==> config.mk <==
export PLATFORM = sky130hd
export DESIGN_NAME = alu_result_stage_flat
export DESIGN_NICKNAME = d
export VERILOG_FILES = /design/src/rtl/alu_result_stage_pkg.sv /design/src/rtl/alu_result_stage_if.sv /design/src/rtl/alu_result_stage_flag_gen.sv /design/src/rtl/alu_result_stage.sv /design/src/flat_wrapper.sv
export SDC_FILE = /design/constraint.sdc
export NUM_CORES = 1
export LEC_CHECK = 0
export CORE_UTILIZATION = 40
export CTS_CLUSTER_SIZE = 12
export DETAILED_ROUTE_END_ITERATION = 6
export GPL_ROUTABILITY_DRIVEN = 0
export PLACE_DENSITY = 0.66
export SETUP_SLACK_MARGIN = 0.4
export SLEW_MARGIN = 20
export SYNTH_ARGS = -nofsm -noshare
export SYNTH_HDL_FRONTEND = slang
export SYNTH_HIERARCHICAL = 1
export SYNTH_SLANG_ARGS = --single-unit
==> constraint.sdc <==
create_clock -name clk -period 5 [get_ports clk]
set_input_delay 0.5 -clock clk [delete_from_list [all_inputs] [get_ports clk]]
set_output_delay 0.5 -clock clk [all_outputs]
set_load 0.01 [all_outputs]
==> src/rtl/alu_result_stage_pkg.sv <==
// rtl/alu_result_stage_pkg.sv - shared flag indices, ALU opcodes and buffer state type
package alu_result_stage_pkg;

    localparam int DEF_WIDTH = 8;

    // Status flag bit positions within {V,C,N,Z}
    localparam int FLAG_Z = 0;
    localparam int FLAG_N = 1;
    localparam int FLAG_C = 2;
    localparam int FLAG_V = 3;

    // ALU opcodes shared with the ALU and the control unit
    localparam logic [2:0] OP_ADD  = 3'b101;
    localparam logic [2:0] OP_INCB = 3'b110;
    localparam logic [2:0] OP_NEGB = 3'b111;

    typedef logic [3:0] flags_t;

    typedef enum logic [1:0] {
        ST_EMPTY = 2'd0,
        ST_ONE   = 2'd1,
        ST_FULL  = 2'd2
    } buf_state_t;

endpackage

==> src/rtl/alu_result_stage_if.sv <==
// rtl/alu_result_stage_if.sv - ALU-side push and write-back-side pop handshake bundle
interface alu_result_stage_if #(
    parameter int N = 8
);
    logic         in_valid;
    logic         in_ready;
    logic [N-1:0] res_in;
    logic         cout_in;
    logic [2:0]   selop_in;
    logic         a_msb;
    logic         b_msb;
    logic         flags_we;
    logic         out_valid;
    logic         out_ready;
    logic [N-1:0] out_res;
    logic [3:0]   out_flags;

    // master: the surrounding datapath (ALU producer + write-back consumer)
    modport master (
        output in_valid, res_in, cout_in, selop_in, a_msb, b_msb, flags_we, out_ready,
        input  in_ready, out_valid, out_res, out_flags
    );

    // slave: the result stage itself
    modport slave (
        input  in_valid, res_in, cout_in, selop_in, a_msb, b_msb, flags_we, out_ready,
        output in_ready, out_valid, out_res, out_flags
    );
endinterface

==> src/rtl/alu_result_stage_flag_gen.sv <==
// rtl/alu_result_stage_flag_gen.sv - combinational Z/N/C/V derivation from an ALU result
module alu_flag_gen
    import alu_result_stage_pkg::*;
#(
    parameter int N = DEF_WIDTH
) (
    input  logic [N-1:0] res,
    input  logic         cout,
    input  logic [2:0]   selop,
    input  logic         a_msb,
    input  logic         b_msb,
    output flags_t       flags
);

    always_comb begin
        flags         = '0;
        flags[FLAG_Z] = (res == '0);
        flags[FLAG_N] = res[N-1];
        flags[FLAG_C] = cout;
        // Overflow only exists for the signed-arithmetic opcodes
        case (selop)
            OP_ADD:  flags[FLAG_V] = (a_msb == b_msb) & (res[N-1] != a_msb);
            OP_INCB: flags[FLAG_V] = ~b_msb & res[N-1];
            OP_NEGB: flags[FLAG_V] = b_msb & res[N-1];
            default: flags[FLAG_V] = 1'b0;
        endcase
    end

endmodule

==> src/rtl/alu_result_stage.sv <==
// rtl/alu_result_stage.sv - ALU result capture: flag derivation, 2-entry skid buffer, status register
module alu_result_stage
    import alu_result_stage_pkg::*;
#(
    parameter int N = DEF_WIDTH
) (
    input  logic                clk,
    input  logic                rst_n,
    alu_result_stage_if.slave   bus,
    input  logic                clear_flags,
    output flags_t              status_flags
);

    buf_state_t   state;
    buf_state_t   state_nxt;
    logic         push;
    logic         pop;
    logic         wr_head;
    flags_t       new_flags;
    logic [N-1:0] ent0_res;
    logic [N-1:0] ent1_res;
    flags_t       ent0_flags;
    flags_t       ent1_flags;

    alu_flag_gen #(.N(N)) u_flag_gen (
        .res   (bus.res_in),
        .cout  (bus.cout_in),
        .selop (bus.selop_in),
        .a_msb (bus.a_msb),
        .b_msb (bus.b_msb),
        .flags (new_flags)
    );

    assign push = bus.in_valid & bus.in_ready;
    assign pop  = bus.out_valid & bus.out_ready;

    always_ff @(posedge clk or negedge rst_n) begin
        if (!rst_n) begin
            state <= ST_EMPTY;
        end else begin
            state <= state_nxt;
        end
    end

    always_comb begin
        state_nxt = state;
        case (state)
            ST_EMPTY: if (push) state_nxt = ST_ONE;
            ST_ONE: begin
                if (push && !pop)      state_nxt = ST_FULL;
                else if (pop && !push) state_nxt = ST_EMPTY;
            end
            ST_FULL:  if (pop) state_nxt = ST_ONE;
            default:  state_nxt = ST_EMPTY;
        endcase
    end

    // Handshake outputs depend on registered state only
    always_comb begin
        bus.in_ready  = 1'b1;
        bus.out_valid = 1'b0;
        case (state)
            ST_EMPTY: begin
                bus.in_ready  = 1'b1;
                bus.out_valid = 1'b0;
            end
            ST_ONE: begin
                bus.in_ready  = 1'b1;
                bus.out_valid = 1'b1;
            end
            ST_FULL: begin
                bus.in_ready  = 1'b0;
                bus.out_valid = 1'b1;
            end
            default: begin
                bus.in_ready  = 1'b1;
                bus.out_valid = 1'b0;
            end
        endcase
    end

    // New entry lands at the head when the buffer is empty or its only entry leaves now
    assign wr_head = (state == ST_EMPTY) | ((state == ST_ONE) & pop);

    always_ff @(posedge clk or negedge rst_n) begin
        if (!rst_n) begin
            ent0_res   <= '0;
            ent0_flags <= '0;
            ent1_res   <= '0;
            ent1_flags <= '0;
        end else begin
            if ((state == ST_FULL) && pop) begin
                ent0_res   <= ent1_res;
                ent0_flags <= ent1_flags;
            end
            if (push) begin
                if (wr_head) begin
                    ent0_res   <= bus.res_in;
                    ent0_flags <= new_flags;
                end else begin
                    ent1_res   <= bus.res_in;
                    ent1_flags <= new_flags;
                end
            end
        end
    end

    assign bus.out_res   = ent0_res;
    assign bus.out_flags = ent0_flags;

    // Architectural status tracks accepted results, not the drain side
    always_ff @(posedge clk or negedge rst_n) begin
        if (!rst_n) begin
            status_flags <= '0;
        end else if (clear_flags) begin
            status_flags <= '0;
        end else if (push && bus.flags_we) begin
            status_flags <= new_flags;
        end
    end

endmodule

==> src/flat_wrapper.sv <==
// flat-port wrapper written by rule: the top's interface ports become plain ports
module alu_result_stage_flat import alu_result_stage_pkg::*;
#(
    parameter int N = DEF_WIDTH
)
  (clk, rst_n, clear_flags, status_flags, bus_in_valid, bus_res_in, bus_cout_in, bus_selop_in, bus_a_msb, bus_b_msb, bus_flags_we, bus_out_ready, bus_in_ready, bus_out_valid, bus_out_res, bus_out_flags);
  alu_result_stage_if #(.N(N)) bus_i ();
  input  logic clk;
  input  logic rst_n;
  input  logic clear_flags;
  output flags_t status_flags;
  input wire logic [$bits(bus_i.in_valid)-1:0] bus_in_valid;
  input wire logic [$bits(bus_i.res_in)-1:0] bus_res_in;
  input wire logic [$bits(bus_i.cout_in)-1:0] bus_cout_in;
  input wire logic [$bits(bus_i.selop_in)-1:0] bus_selop_in;
  input wire logic [$bits(bus_i.a_msb)-1:0] bus_a_msb;
  input wire logic [$bits(bus_i.b_msb)-1:0] bus_b_msb;
  input wire logic [$bits(bus_i.flags_we)-1:0] bus_flags_we;
  input wire logic [$bits(bus_i.out_ready)-1:0] bus_out_ready;
  output wire logic [$bits(bus_i.in_ready)-1:0] bus_in_ready;
  output wire logic [$bits(bus_i.out_valid)-1:0] bus_out_valid;
  output wire logic [$bits(bus_i.out_res)-1:0] bus_out_res;
  output wire logic [$bits(bus_i.out_flags)-1:0] bus_out_flags;
  assign bus_i.in_valid = bus_in_valid;
  assign bus_i.res_in = bus_res_in;
  assign bus_i.cout_in = bus_cout_in;
  assign bus_i.selop_in = bus_selop_in;
  assign bus_i.a_msb = bus_a_msb;
  assign bus_i.b_msb = bus_b_msb;
  assign bus_i.flags_we = bus_flags_we;
  assign bus_i.out_ready = bus_out_ready;
  assign bus_in_ready = bus_i.in_ready;
  assign bus_out_valid = bus_i.out_valid;
  assign bus_out_res = bus_i.out_res;
  assign bus_out_flags = bus_i.out_flags;
  alu_result_stage #(.N(N)) u_core (.clk(clk), .rst_n(rst_n), .bus(bus_i), .clear_flags(clear_flags), .status_flags(status_flags));
endmodule
After elaboration in Yosys (flattened, before gate mapping)
Index checks and enable logic that the tools add are counted.

storage, ports and cells
  output and inout bits = 18
  input bits = 20
  flip-flop bits (word level) = 30
  logic and storage cells = 53

operators by class
  bitwise gates (word level) = 9
  reduce and logical (&&, ||, !) cells = 12
  multiplexer cells = 16
  equality and inequality tests = 10

operators by type and width
  kind                                                                      number
  8-bit two-way mux                                                         3
  4-bit two-way mux                                                         5
  3-bit equality test (second input constant)                               3
  8-bit logical NOT                                                         1
  2-bit two-way mux                                                         4
  1-bit bitwise AND                                                         6
  2-bit one-hot mux with 3 select lines                                     1
  1-bit logical AND                                                         4
  2-bit by 1-bit inequality test with 1-bit output (second input constant)  2
  3-bit by 1-bit inequality test with 1-bit output (second input constant)  1
  1-bit one-hot mux with 3 select lines                                     1
  3-bit AND reduction                                                       1
  2-bit by 1-bit equality test with 1-bit output (second input constant)    1
  2-bit equality test (second input constant)                               1
  1-bit logical NOT                                                         2
  2-bit logical NOT                                                         1
  1-bit two-way mux                                                         2
  1-bit NOT                                                                 2
  2-bit AND reduction                                                       1
  2-bit nonzero test                                                        1
  2-bit OR reduction                                                        1
  1-bit equality test                                                       1
  1-bit inequality test                                                     1
  1-bit OR                                                                  1

Depth between registers and ports, before layout
Gate-level depths: netlist of run 1.

  word-level depth = 8
  gate-level depth with buffers = 7
  depth with buffers taken out = 6

Cells and area by module
Netlist of run 1, hierarchy kept.

modules (own cells, without submodules)
  module            area each (µm²)  seq. area each (µm²)  cells an instance  instances
  alu_result_stage  1,413.9          750.7                 118                1
  alu_flag_gen      86.3             0.0                   12                 1

Worst setup path after synthesis of run 1
No wires, ideal clock.

  path kind = reg2reg
  from = register u_core.state[0]
  to = register u_core.ent1_flags[1]
  path buffers = 1
  slack = 3.349 ns
  arrival time = 1.526 ns
  cell stages (with the launch flop) = 7
  library setup time = 0.125 ns
  cell sequence = dfrtp_1 -> inv_1 -> ha_1 -> a31oi_2 -> nand2_2 -> buf_6 -> mux2_4

between the ends
  longest elaborated chain between the ends = 8

ends and longest elaborated chain
  what                                                                                   RTL line                 text
  start: declaration                                                                     alu_result_stage.sv:14   buf_state_t state;
  start signal: assignment                                                               alu_result_stage.sv:41   state <= state_nxt;
  2-bit equality test or 2-bit by 1-bit equality test with 1-bit output (tied branches)  alu_result_stage.sv:62   case (state)
  2-bit OR reduction (no line) *                                                         -
  1-bit two-way mux *                                                                    alu_result_stage.sv:62
  net bus_out_valid                                                                      flat_wrapper.sv:21       output wire logic [$bits(bus_i.out_valid)-1:0] bus_out_valid;
  1-bit bitwise AND *                                                                    alu_result_stage.sv:35   assign pop = bus.out_valid & bus.out_ready;
  1-bit bitwise AND *                                                                    alu_result_stage.sv:83   assign wr_head = (state == ST_EMPTY) | ((state == ST_ONE) & pop);
  1-bit OR *                                                                             alu_result_stage.sv:83
  1-bit NOT (no line) *                                                                  -
  2-bit AND reduction (no line) *                                                        -
  end signal: assignment                                                                 alu_result_stage.sv:102  ent1_flags <= new_flags;
  end: declaration                                                                       alu_result_stage.sv:23   flags_t ent1_flags;

Mark *: on every way through the listed nets, which the timed path passes. The rest lies on a longest branch.
A chain may end at the register's enable or synchronous reset.

Worst setup path in the final report of run 1
  from = register u_core.state[0]
  to = output port bus_out_valid

between the ends
  longest elaborated chain between the ends = 3

ends and longest elaborated chain
  what                                                                                   RTL line
  2-bit equality test or 2-bit by 1-bit equality test with 1-bit output (tied branches)  alu_result_stage.sv:62
  2-bit OR reduction (no line) *                                                         -
  1-bit two-way mux *                                                                    alu_result_stage.sv:62
  end: declaration                                                                       flat_wrapper.sv:21

Mark *: on every way between the ends. The rest lies on a longest branch, timed or not.

==> flow_summary.ini, run 1 <==
[setup_path]
reg2regPathDepth = 5
cp.arrival_ps = 1640
worstReg2RegStart = u_core/state[0]$_DFFE_PN0P_
reg2reg_slack_ps = 3060
required_ps = 4500
r2r-end = u_core/bus.out_res[3]$_DFF_PN0_
cp_max_fo = 4
endpoint = bus_out_valid
path_class = register to output port
crit_path_start = u_core/state[0]$_DFFE_PN0P_
end_kind = output port
worstSetupStartpointType = register

[global_routing]
antenna_found_initial = 0
grt_overflow_total = 0
grt_max_degree = 31
grt_pass1_wl_mm = 5.28
grt_usage = 0.173
grt_pass1_vias = 1133

[sta]
period_needed_ps = 2140
hold_viol = 0
finalSetupViolCount = 0
setup_tns_ps = 0
timing.slew.headroom = 0.486
holdWs_ps = 510
worst_pin_slew_ps = 770
rsz0062_at_grt = no
slew_violations = 0
fin_skew_ps = 1.25
timing.fmax_mhz = 467
fin_crit_sh = 0.429

[clocking]
cts_root_buf = clkbuf_8
path_clk_slew_ps = 60
cts_buffers = 5
clk_latency_ps = 270
cts_setup_buffers = 0
cts_max_level = 2
ctsHoldBuffers = 0
cts_max_path_buffers = 2
cts.repair.resized = 0
cts_sinks = 30
cts_tree = done

[floorplan]
initial_core_util = 0.433
rows = 21
core_area_um2 = 3470
die_x_um = 63.2
die-area_um2 = 4000
ios = 38
die_h_um = 63.2

[logic_synthesis]
yosysWarnings = 6
synth_seq_cells = 30
ys_seq_area_frac = 0.500
syn_inst = 130
synth_nets = 154
avgSynthCellArea_um2 = 11.5
ys_types = 33
synth_area_um2 = 1500

[route]
drt-vias-per-instance = 5.11
wl_per_cell_um = 14.4
num_vias = 1094
antenna_left = 0
firstDrtPassIters = 4
drt_iter0_drc = 48
drc = 0
wirelength_mm = 3.08

[hold_path]
holdCritStartpoint = u_core/ent1_res[5]$_DFFE_PN0P_
hp-class = register to register

[run]
max-cap-violations = 0

[power]
p_per_area_nw_per_um2 = 525
vdd_drop_max_v = 0.000344
power_leakage_nw = 0.927

[layout]
utilization = 0.569
nFillCells = 324
nets = 193
syn_to_final_growth_pct = 31.6
antenna-diode-count = 0
layout-drive-gt1-share = 0.149

[placed_design]
port_buffers = 37
dp_hpwl_mm = 2.25

[run_status]
status = completed
synth_stat cells, drive strengths merged:
master,instances,share of area
nand2,21,0.054
a21o,1,0.0050
nand2b,1,0.0058
nor3b,1,0.0050
o22ai,1,0.0042
or4b,1,0.0067
dfrtp,30,0.50
o31ai,1,0.0050
buf,6,0.029
nor4b,1,0.0058
o21bai,1,0.0050
a21boi,1,0.0050
ha,4,0.033
or4,2,0.010
nand3,4,0.013
nor2,3,0.0092
inv,4,0.010
and3,1,0.0050
a31oi,1,0.0083
a21oi,4,0.013
nand3b,1,0.0050
o2bb2ai,1,0.0058
a221o,1,0.0067
mux2,12,0.12
o21ai,12,0.040
mux2i,13,0.087
and2b,1,0.0067
cells by family after synthesis:
kind of cell	share of synthesized area
AND/OR/NAND/NOR	0.127
flip-flops	0.500
multiplexers	0.202
AO/OA/AOI/OAI	0.0984
buffers and inverters	0.0392
adder cells (fa/ha/maj)	0.0334
power breakdown:
part | internal [mW] | switching [mW] | leakage, nW
Clock | 0.106 | 0.0773 | 0.0431
Combinational | 0.261 | 0.201 | 0.507
Sequential | 0.339 | 0.0523 | 0.376
Total | 0.706 | 0.330 | 0.927
metrics by stage:
| step | setup WS [ps] | power, mW | cells | instance area (um2) |
|---|---|---|---|---|
| 6_report | 2860 | 1.04 | 214 | 1970 |
| 5_1_grt | 2790 | 1.11 | 214 | 1970 |
| 4_1_cts | 2830 | 1.05 | 214 | 1970 |
| 3_5_place_dp | 2710 | 0.861 | 208 | 1890 |
| 3_3_place_gp | 2720 | 0.843 | 208 | 1890 |
| 2_1_floorplan | 3350 | 0.689 | 130 | 1500 |
state kept, by name (all words and copies together) (netlist names):
register	flops
u_core/bus.out_res	8
u_core/ent1_res	8
u_core/bus.out_flags	4
u_core/ent1_flags	4
u_core/status_flags	4
u_core/state	2
how the worst min path moves through the flow:
| stage | to | cells past startpoint |
|---|---|---|
| floorplan | u_core/bus.out_flags[0]$_DFF_PN0_ | 0 |
| global placement | u_core/ent1_flags[0]$_DFFE_PN0P_ | 1 |
| detailed placement | u_core/ent1_flags[2]$_DFFE_PN0P_ | 1 |
| CTS | u_core/ent1_flags[0]$_DFFE_PN0P_ | 1 |
| global route | u_core/ent1_flags[2]$_DFFE_PN0P_ | 1 |
| finish | u_core/ent1_res[5]$_DFFE_PN0P_ | 1 |
cells in the final DEF (no fill, tap or decap), drive strengths merged, types with 2 or more instances in the layout:
master	count
ha	4
o21ai	12
nand2	21
a21oi	4
mux2	12
inv	4
nand3	4
clkbuf	6
dfrtp	30
mux2i	13
or4	2
clkdlybuf4s50	37
nor2	3
critical path: stages (launching register included):
cell and delay [ps]:
dfrtp_1 380, inv_1 90, ha_1 350, clkdlybuf4s50_1 560
final cells by class:
class,count,area (um2),area share
Timing Repair Buffer,38,378,0.191
Sequential cell,30,751,0.380
Clock buffer,6,82.6,0.0418
Tap cell,46,57.6,0.0292
Inverter,4,15.0,0.00760
Multi-Input combinational cell,90,691,0.350
routing by layer:
metal | GRT usage | part of all wire
met5 | 0 | 0
met4 | 0.0682 | 0.0049
met1 | 0.208 | 0.45
met3 | 0.0380 | 0.040
met2 | 0.300 | 0.51
No activity file was read; power rests on OpenSTA's default activity.
==> run 2: changes to the inputs <==
==> constraint.sdc (replaced) <==
create_clock -name clk -period 2 [get_ports clk]
set_input_delay 0.2 -clock clk [delete_from_list [all_inputs] [get_ports clk]]
set_output_delay 0.2 -clock clk [all_outputs]
set_load 0.01 [all_outputs]
==> run 2 against run 1 <==
  * Critical path depth rose by 3
  * Routed wire length about the same
  * Sequential power up 150%
  * Via count is 3.0% higher
  * First-iteration DRC count fell by 17%
  * Global-route usage rose by 0.44 points
  * Non-clock buffer count is 4 higher
  * Highest routed layer unchanged
==> flow_summary.ini, run 2 (synthesized netlist as in run 1, its figures left out) <==
[clocking]
clk_latency_ps = 280
path_clk_slew_ps = 60
cts_root_buf = clkbuf_8
cts_tree = done
cts_max_path_buffers = 2
cts_max_level = 2
cts_sinks = 30
cts_buffers = 5

[sta]
fin_crit_sh = 0.801
timing.fmax_mhz = 624
slew_violations = 0
finalSetupViolCount = 0
hold_viol = 0
rsz0062_at_grt = yes
timing.slew.headroom = 0.746
period_needed_ps = 1600
fin_skew_ps = 2.79
setup_tns_ps = 0
worst_pin_slew_ps = 380

[hold_path]
hp-class = primary input to asynchronous set/reset pin

[setup_path]
crit_family = compound AO/OA/AOI/OAI gates
required_ps = 2170
cp_slowest_cell = dfrtp_1
path_class = register to register
reg2reg_slack_ps = 400
path_cells = inv_2 > ha_2 > nand2b_2 > o22ai_1 > a221o_1 > o2bb2ai_1
cp_slowest_stage_delay_ps = 410
reg2regPathDepth = 6
worstSetupStartpointType = register
cp_max_fo = 5
worstReg2RegStart = u_core/state[0]$_DFFE_PN0P_
r2r-end = u_core/state[1]$_DFFE_PN0P_
cp.arrival_ps = 1770
crit_path_start = u_core/state[0]$_DFFE_PN0P_
end_kind = register
cp_num_buf_inv = 1

[floorplan]
ios = 38
die-area_um2 = 4000
die_x_um = 63.2
rows = 21
core_area_um2 = 3470
die_h_um = 63.2
initial_core_util = 0.433

[power]
power_mw = 2.75
p_per_area_nw_per_um2 = 1340
power_leakage_nw = 0.952
vdd_drop_max_v = 0.000852

[layout]
nets = 197
multi_input_area_um2 = 734
utilization = 0.592
syn_to_final_growth_pct = 36.9
layout-drive-gt1-share = 0.213
seq_area_um2 = 751
mostFrequentLayoutCell = clkdlybuf4s50_1
nFillCells = 310
final_cell_mix = 35 x clkdlybuf4s50_1, 30 x dfrtp_1, 20 x nand2_1
antenna-diode-count = 0

[global_routing]
antenna_found_initial = 0
grt_usage = 0.178
grt_pass1_wl_mm = 5.34
grt_overflow_total = 0
grt_pass1_vias = 1164
grt_max_degree = 31

[placed_design]
port_buffers = 37
dp_hpwl_mm = 2.20

[run_status]
status = completed

[route]
drt-vias-per-instance = 5.12
firstDrtPassIters = 4
wl_per_cell_um = 14.0
num_vias = 1127
drt_iter0_drc = 40
drc = 0
antenna_left = 0
wirelength_mm = 3.08

[run]
max-cap-violations = 0
[run 2: cell type report]
class | count | area share
Tap cell | 46 | 0.0280
Clock inverter | 1 | 0.00244
Timing Repair Buffer | 42 | 0.197
Multi-Input combinational cell | 90 | 0.357
Inverter | 4 | 0.00731
Sequential cell | 30 | 0.365
Clock buffer | 7 | 0.0420
[run 2: worst max-delay path by stage]
stage | end | slack (ps) | depth (start not counted)
global route | u_core/state[0]$_DFFE_PN0P_ | 340 | 6
floorplan | u_core/ent1_flags[1]$_DFFE_PN0P_ | 400 | 6
global placement | u_core/status_flags[0]$_DFFE_PN0P_ | 190 | 5
finish | u_core/state[1]$_DFFE_PN0P_ | 400 | 6
detailed placement | u_core/status_flags[0]$_DFFE_PN0P_ | 140 | 5
CTS | u_core/state[0]$_DFFE_PN0P_ | 420 | 6
[run 2: repair_timing]
item	CTS	global route
hold endpoints to repair	0	0
gates resized for setup	7	7
hold buffers	0	0
setup buffers	0	0
pin swaps	3	0
setup endpoints to repair	16	22
[run 2: power by group]
part           switching (mW)  internal (mW)
clock                   0.220          0.277
sequential              0.131          0.848
combinational           0.553          0.721
total                   0.905           1.85
[run 2: per-layer routing]
layer	up-vias	part of all wire	GRT usage
met4	0	0.017	0.0739
met5	-	0	0
met2	37	0.46	0.288
met1	541	0.46	0.212
li1	541	-	-
met3	8	0.058	0.0652
[run 2: worst register-to-register path, cell delays in order, from the launching register on]
cell	delay, ps
dfrtp_1	410
inv_2	100
ha_2	220
nand2b_2	180
o22ai_1	90
a221o_1	350
o2bb2ai_1	140
[run 2: through the flow]
step	hold WS (ps)	instances	setup slack, ps	area [um2]
4_1_cts	321	220	425	2050
2_1_floorplan	-95.6	130	404	1520
3_5_place_dp	495	212	136	1940
5_1_grt	339	220	335	2050
3_3_place_gp	489	212	187	1940
6_report	310	220	398	2050
==> run 3: changes to the inputs <==
==> constraint.sdc (replaced) <==
create_clock -name clk -period 1.6 [get_ports clk]
set_input_delay 0.16 -clock clk [delete_from_list [all_inputs] [get_ports clk]]
set_output_delay 0.16 -clock clk [all_outputs]
set_load 0.01 [all_outputs]
==> run 3 against run 2 <==
  * First-iteration DRC count fell by 2.5%
  * Routed wire length rose by 12%
  * The flow now finishes with violations (negative setup slack)
  * Critical path depth is the same
  * Sequential power increased by 25%
  * Critical path type unchanged
  * Cell area rose by 10%
  * Combinational power increased by 48%
  * Flip-flop and latch count is the same
  * Via count up 3.2%
  * Utilization up 6.0 points
  * Setup slack worse by 440 ps
==> flow_summary.ini, run 3 (synthesized netlist as in run 1, its figures left out) <==
[placed_design]
port_buffers = 37
post-place-ws_ps = -154
dp.cells = 221
postPlaceCellArea_um2 = 2040
dp_hpwl_mm = 2.36

[route]
wirelength_mm = 3.44
antenna_left = 0
firstDrtPassIters = 4
drt_iter0_drc = 39
wl_per_cell_um = 14.5
drc = 0
num_vias = 1163
drt-vias-per-instance = 4.91

[setup_path]
path_class = register to register
required_ps = 1750
cp.arrival_ps = 1800
end_kind = register
worstSetupStartpointType = register
cp_max_fo = 6

[sta]
fin_crit_sh = 1.03
slew_violations = 0
hold_viol = 0
fin_skew_ps = 4.02
timing.slew.headroom = 0.750
period_needed_ps = 1640
timing.fmax_mhz = 608
rsz0062_at_grt = yes
finalSetupViolCount = 13
worst_pin_slew_ps = 375
fin_ws_ps = -43.5

[floorplan]
die-area_um2 = 4000
rows = 21
die_x_um = 63.2
core_area_um2 = 3470
ios = 38
initial_core_util = 0.433
die_h_um = 63.2

[layout]
final_cells = 237
layout-drive-gt1-share = 0.330
utilization = 0.652
final_cell_area_um2 = 2260
mostFrequentLayoutCell = dfrtp_1
syn_to_final_growth_pct = 50.8
nets = 214
final_cell_mix = 30 x dfrtp_1, 19 x clkdlybuf4s50_1, 16 x dlygate4sd2_1
antenna-diode-count = 0

[clocking]
clk_latency_ps = 270
cts_sinks = 30
ctsHoldBuffers = 0
cts_max_path_buffers = 2
cts_root_buf = clkbuf_8
cts_tree = done
path_clk_slew_ps = 60
cts_max_level = 2
cts_buffers = 5

[run_status]
violations = negative setup slack
status = finished with violations

[power]
p_per_area_nw_per_um2 = 1630
power_mw = 3.69
power_leakage_nw = 1.13
vdd_drop_max_v = 0.00111

[run]
max-cap-violations = 0

[global_routing]
grt_pass1_wl_mm = 6.11
grt_overflow_total = 0
antenna_found_initial = 0
grt_max_degree = 31
grt_usage = 0.202
grt_pass1_vias = 1258

[hold_path]
hp-class = primary input to asynchronous set/reset pin
[run 3: changes by cell type in the layout (fill, tap and decap cells not counted), moves of 2 or more]
| cell | change |
|---|---|
| buf_4 | +9 |
| nand2_2 | +4 |
| nor2_2 | -2 |
| buf_6 | +7 |
| clkdlybuf4s50_1 | -16 |
| buf_12 | +2 |
| nand2_1 | -5 |
| dlygate4sd2_1 | +14 |
| nand2_4 | +2 |
[run 3: critical path: stages (launching register included)]
cell	delay (ps)
dfrtp_1	420
buf_6	150
ha_4	160
and2b_4	260
nand2_4	80
buf_12	160
mux2_4	290
[run 3: final cells by class]
| cell class | count | area, um2 |
|---|---|---|
| fill | 287 | 1210 |
| multi-input combinational | 90 | 763 |
| sequential | 30 | 751 |
| timing repair buffer | 59 | 582 |
| clock buffer | 7 | 86.3 |
| tap | 46 | 57.6 |
| inverter | 4 | 17.5 |
| clock inverter | 1 | 5.00 |
[run 3: final timing paths]
check                                                    start                            endpoint  slack [ps]  cells after the start
worst max register to register     u_core/state[1]$_DFFE_PN0P_      u_core/ent1_res[1]$_DFFE_PN0P_         -40                      6
min in group clk                                 bus_res_in[3]     u_core/bus.out_res[3]$_DFF_PN0_         500                      3
max in group asynchronous                                rst_n  u_core/status_flags[1]$_DFFE_PN0P_        1040                      2
worst min register to register  u_core/ent1_res[7]$_DFFE_PN0P_      u_core/ent1_res[7]$_DFFE_PN0P_         510                      1
worst max-delay path               u_core/state[1]$_DFFE_PN0P_      u_core/ent1_res[1]$_DFFE_PN0P_         -40                      6
worst min-delay path                                     rst_n      u_core/ent1_res[0]$_DFFE_PN0P_         280                      2
[run 3: what timing repair did]
item | 4_1_cts | 5_1_grt
gates resized for setup | 49 | 2
setup buffers | 6 | 0
endpoints found under the setup margin | 48 | 32
pin swaps | 9 | 1
cloned | 2 | 0
[run 3: per-stage QoR]
step | hold WS [ps] | setup TNS [ps]
after floorplan | -136 | 0
after global placement | 487 | -183
after detailed placement | 495 | -791
after CTS | 293 | -119
after global routing | 323 | -1470
final | 282 | -433
[run 3: power by group]
group          switching, mW  internal (mW)  leakage (nW)
registers              0.158           1.06         0.376
clock network          0.251          0.346        0.0482
logic                  0.803           1.07         0.703
[run 3: layer usage]
layer  track usage  wire, um
met5             0         0
met4        0.0597        19
met3        0.0362       110
met2         0.359      1820
met1         0.249      1490
